--- config.mk ---
export PLATFORM = sky130hd
export DESIGN_NAME = fifo_flagged
export DESIGN_NICKNAME = d
export VERILOG_FILES = /design/src/rtl/fifo_flagged.sv
export SDC_FILE = /design/constraint.sdc
export NUM_CORES = 1
export LEC_CHECK = 0
export ABC_AREA = 0
export BUFFER_PORTS_ARGS = -buffer_cell sky130_fd_sc_hd__clkbuf_2
export CORE_ASPECT_RATIO = 1.2
export CORE_UTILIZATION = 57
export DETAILED_ROUTE_END_ITERATION = 10
export PLACE_DENSITY = 0.82
export SLEW_MARGIN = 5
export SYNTH_ARGS = -nofsm -noshare
export SYNTH_HDL_FRONTEND = slang
export SYNTH_SLANG_ARGS = --single-unit
--- constraint.sdc ---
create_clock -name clk -period 3.2 [get_ports clk]
set_input_delay 0.96 -clock clk [delete_from_list [all_inputs] [get_ports clk]]
set_output_delay 0.96 -clock clk [all_outputs]
set_load 0.01 [all_outputs]
--- src/rtl/fifo_flagged.sv ---
// Synchronous FWFT FIFO with occupancy level, almost-full/almost-empty thresholds,
// sticky overflow/underflow flags and a synchronous flush.
module fifo_flagged #(
    parameter int unsigned DATA_SIZE       = 8,
    parameter int unsigned ADDR_SPACE_EXP  = 4,
    parameter int unsigned ALMOST_FULL_TH  = 12,
    parameter int unsigned ALMOST_EMPTY_TH = 2
) (
    input  logic                    clk,
    input  logic                    reset,
    input  logic                    clear,
    input  logic                    write_to_fifo,
    input  logic                    read_from_fifo,
    input  logic [DATA_SIZE-1:0]    write_data_in,
    output logic [DATA_SIZE-1:0]    read_data_out,
    output logic                    empty,
    output logic                    full,
    output logic                    almost_empty,
    output logic                    almost_full,
    output logic [ADDR_SPACE_EXP:0] level,
    output logic                    overflow,
    output logic                    underflow
);

    localparam int unsigned DEPTH = 2 ** ADDR_SPACE_EXP;
    localparam int unsigned PW    = ADDR_SPACE_EXP;
    localparam int unsigned LW    = ADDR_SPACE_EXP + 1;

    localparam logic [LW-1:0] DepthLvl = LW'(DEPTH);
    localparam logic [LW-1:0] AfTh     = LW'(ALMOST_FULL_TH);
    localparam logic [LW-1:0] AeTh     = LW'(ALMOST_EMPTY_TH);

    logic [DATA_SIZE-1:0] mem_q [DEPTH];

    logic [PW-1:0] wr_ptr_q, wr_ptr_d;
    logic [PW-1:0] rd_ptr_q, rd_ptr_d;
    logic [LW-1:0] level_q, level_d;
    logic          empty_q, empty_d;
    logic          full_q, full_d;
    logic          almost_empty_q, almost_empty_d;
    logic          almost_full_q, almost_full_d;
    logic          overflow_q, overflow_d;
    logic          underflow_q, underflow_d;

    logic rd_acc;
    logic wr_acc;

    // A read on a full FIFO frees the slot the concurrent write needs.
    assign rd_acc = read_from_fifo & ~empty_q;
    assign wr_acc = write_to_fifo & (~full_q | rd_acc);

    always_comb begin
        wr_ptr_d       = wr_ptr_q;
        rd_ptr_d       = rd_ptr_q;
        level_d        = level_q;
        overflow_d     = overflow_q;
        underflow_d    = underflow_q;
        if (clear) begin
            wr_ptr_d    = '0;
            rd_ptr_d    = '0;
            level_d     = '0;
            overflow_d  = 1'b0;
            underflow_d = 1'b0;
        end else begin
            wr_ptr_d    = wr_ptr_q + PW'(wr_acc);
            rd_ptr_d    = rd_ptr_q + PW'(rd_acc);
            level_d     = level_q + LW'(wr_acc) - LW'(rd_acc);
            overflow_d  = overflow_q | (write_to_fifo & ~wr_acc);
            underflow_d = underflow_q | (read_from_fifo & ~rd_acc);
        end
        // Flags come from the next level so they line up with the registered level.
        empty_d        = (level_d == '0);
        full_d         = (level_d == DepthLvl);
        almost_empty_d = (level_d <= AeTh);
        almost_full_d  = (level_d >= AfTh);
    end

    always_ff @(posedge clk or posedge reset) begin
        if (reset) begin
            wr_ptr_q       <= '0;
            rd_ptr_q       <= '0;
            level_q        <= '0;
            empty_q        <= 1'b1;
            full_q         <= 1'b0;
            almost_empty_q <= 1'b1;
            almost_full_q  <= 1'b0;
            overflow_q     <= 1'b0;
            underflow_q    <= 1'b0;
        end else begin
            wr_ptr_q       <= wr_ptr_d;
            rd_ptr_q       <= rd_ptr_d;
            level_q        <= level_d;
            empty_q        <= empty_d;
            full_q         <= full_d;
            almost_empty_q <= almost_empty_d;
            almost_full_q  <= almost_full_d;
            overflow_q     <= overflow_d;
            underflow_q    <= underflow_d;
        end
    end

    always_ff @(posedge clk) begin
        if (wr_acc && !clear) begin
            mem_q[wr_ptr_q] <= write_data_in;
        end
    end

    assign read_data_out = mem_q[rd_ptr_q];
    assign empty         = empty_q;
    assign full          = full_q;
    assign almost_empty  = almost_empty_q;
    assign almost_full   = almost_full_q;
    assign level         = level_q;
    assign overflow      = overflow_q;
    assign underflow     = underflow_q;

endmodule
==> reports/metrics.yaml <==
synthesis:
  yosys.area.top_type: "edfxtp_1"
  synth_seq_cells: 147
  synth-edff-count: 128
  ys_seq_area_share_pct: 72.08
  syn-num-nets: 318
  synth.distinct_cells: 31
  async_flop_share_pct: 12.93
  syn_inst: 295
  synth_flop_cell: "edfxtp_1"
  syn-cell-area_um2: 5996
  synth.avg_cell_area_um2: 20.32
  synth_area_leaders: "edfxtp_1 (64%), mux4_1 (12%), dfrtp_1 (7.1%)"
  ys_warn_count: 0
  synthDominantCellAreaShare_pct: 64.11
  synth.most_common_cell: "edfxtp_1"
  synthTopCellsByCount: "edfxtp_1 (128), mux4_1 (28), nor2_1 (19)"
floorplan:
  die_y_um: 114.4
  die_w_um: 95.63
  io_pins: 32
  core_um2: 10110
  std_cell_rows: 40
  start_util_pct: 59.31
  die_area_um2: 10930
worst_hold_path:
  hold_path.class: "register to register"
  min_path_cells: 2
  hold_end: "overflow$_DFF_PP0_"
  hp-start: "overflow$_DFF_PP0_"
critical_path:
  path_class: "register to output pin"
  max_stage_delay_ns: 0.54
  r2r_setup_slack_ns: 0.56
  rr_worst_depth: 10
  startpoint: "rd_ptr_q[0]$_DFF_PP0_"
  path_cells: "buf_6 -> mux4_2 -> mux4_2 -> buf_6"
  r2r-end: "full$_DFF_PP0_"
  cp.required_ns: 2.24
  endpoint_kind: "output pin"
  r2r_start: "empty$_DFF_PP1_"
  crit_path_max_fanout: 8
  slowest_stage: "mux4_2"
  crit_path_start_kind: "register"
  arrival_ns: 2.28
clock_tree:
  cts_buffers: 17
  htreeDepth: 4
  clkTransAtPathRegs_ns: 0.06
  clock_latency_ns: 0.41
  tritoncts: "yes"
  cts.sinks: 147
  cts_buffer_depth: 2
  clock-root-buffer: "clkbuf_16"
final_layout:
  diodes: 0
  syn2layout_area_growth_pct: 19.45
  final_util_pct: 70.84
  final_cell_area_um2: 7162
  nets: 385
  drive_gt1_share_pct: 36.27
global_route:
  grt_first_pass_wirelength_um: 18090
  grt_max_degree: 33
  grt_pass1_vias: 3130
  antenna_found_initial: 0
  grtUsageTotal_pct: 24.57
  overflow: 0
timing:
  worst_slack_ns: -0.03991
  clock-skew-final_ns: 0.005245
  period_minus_slack_ns: 3.240
  final-hold-violation-count: 0
  setup_viol: 6
  maxSlewHeadroom_pct: 51.97
  slew_viol_final: 0
  tightest_slew_ns: 0.7196
  setup_tns_ns: -0.1447
  fin_crit_sh_pct: 101.2
  fmax_mhz: 308.7
  rsz0062_at_grt: "true"
drt:
  drt_wl_total_um: 12040
  drt_iter0_drc: 241
  antenna_left: 0
  vias_per_cell: 6.080
  num_vias: 3046
  remaining_drc_errors: 0
  wire_per_inst_um: 24.04
  firstDrtPassIters: 4
placement:
  dpl.hpwl_um: 7119
  postPlaceCellArea_um2: 6450
  io_buffers: 31
  routabilityCongestion: 0.7781
run_status:
  failed_checks: "negative setup slack"
  status: "finished, violations left"
power:
  p_per_area_nw_per_um2: 763.0
  p_leak_nw: 2.537
  ir_worst_vdd_mv: 0.6256
flow_run:
  drv_cap: 0
==> sequential cells by signal, indices dropped and copies added, names as in the netlist <==
register and cells:
mem_q 128, almost_full 1, level 5, underflow 1, overflow 1, rd_ptr_q 4
almost_empty 1, empty 1, full 1, wr_ptr_q 4
==> metrics by stage <==
stage               hold slack (ns)  setup slack, ns  power [mW]  instances
floorplan                    0.5264           0.3002       2.865        295
CTS                          0.5211         -0.08659       5.493        502
finish                       0.5084         -0.03991       5.464        501
global placement             0.4796           0.1572       3.086        462
global route                 0.5328          -0.1226       5.662        501
detailed placement           0.5110          0.04861       3.118        462
==> report_power, final <==
| part | total [mW] | switching [mW] | internal (mW) |
|---|---|---|---|
| Combinational | 0.938 | 0.464 | 0.474 |
| Sequential | 2.24 | 0.0642 | 2.18 |
| Clock | 2.28 | 0.745 | 1.54 |
==> worst max path at each step <==
stage / end / slack, ns / cells past startpoint
2_1_floorplan: full$_DFF_PP0_ / 0.30 / 11
3_3_place_gp: full$_DFF_PP0_ / 0.16 / 12
3_5_place_dp: full$_DFF_PP0_ / 0.05 / 12
4_1_cts: read_data_out[7] / -0.09 / 5
5_1_grt: read_data_out[4] / -0.12 / 6
6_report: read_data_out[7] / -0.04 / 4
==> routing by layer <==
layer  vias to the layer above  GRT usage (%)  share of wire (%)
met1                      1573          32.46                 41
met3                        29          6.707                6.2
li1                       1313              -                  -
met2                       131          38.10                 49
met4                         0          11.54                3.5
met5                         -              0                  0
==> logic make-up (layout without fill, tap and decap cells) <==
| family | Yosys count | after routing | synth area share, % |
|---|---|---|---|
| compound gates | 11 | 11 | 1.377 |
| xor+xnor | 7 | 7 | 1.023 |
| fa+ha+maj | 10 | 10 | 2.212 |
| buf+inv | 26 | 106 | 2.191 |
| flops | 147 | 147 | 72.08 |
| mux | 40 | 40 | 16.78 |
| simple gates | 54 | 54 | 4.341 |
==> critical path: cells and delay by family (launching register included) <==
family,cells,cell delay [ns]
muxes,2,1.08
DFF,1,0.43
buffers and inverters,2,0.35
==> final cells by class <==
class | count | area, um2
Clock buffer | 18 | 429.2
Clock inverter | 14 | 256.5
Fill cell | 629 | 2948
Inverter | 11 | 41.29
Multi-Input combinational cell | 122 | 1455
Sequential cell | 147 | 4323
Tap cell | 126 | 157.7
Timing Repair Buffer | 63 | 499.2
==> what timing repair did <==
action,in CTS,in global routing
gates cloned,1,0
setup endpoints to repair,8,8
hold buffers,0,0
gates resized for setup,24,16
setup buffers,7,1
==> cell usage in the layout, fill, tap and decap left out <==
| cell | instances |
|---|---|
| nand2_1 | 9 |
| and3_1 | 1 |
| a41o_1 | 2 |
| a2111oi_2 | 1 |
| buf_6 | 5 |
| a31oi_1 | 1 |
| a2111oi_0 | 1 |
| xor2_1 | 3 |
| mux4_1 | 3 |
| mux4_2 | 37 |
| xnor2_1 | 4 |
| clkbuf_16 | 17 |
| edfxtp_1 | 128 |
| bufinv_16 | 7 |
| inv_6 | 2 |
| clkbuf_2 | 27 |
| a21o_1 | 1 |
| nand3b_1 | 1 |
| nor2b_1 | 6 |
| clkinv_2 | 2 |
| inv_1 | 11 |
| clkbuf_1 | 1 |
| ha_1 | 9 |
| dfrtp_1 | 16 |
| dfstp_2 | 2 |
| nor4b_1 | 1 |
| nand2b_1 | 5 |
| nor2_1 | 19 |
| dfrtp_2 | 1 |
| or3_1 | 1 |
| or2_2 | 1 |
| nand3_1 | 3 |
| nor4_2 | 1 |
| a21oi_1 | 5 |
| clkinvlp_4 | 2 |
| buf_4 | 25 |
| fa_1 | 1 |
| nor3_1 | 6 |
| buf_12 | 6 |
| clkinv_1 | 1 |
No activity file was read; power rests on OpenSTA's default activity.
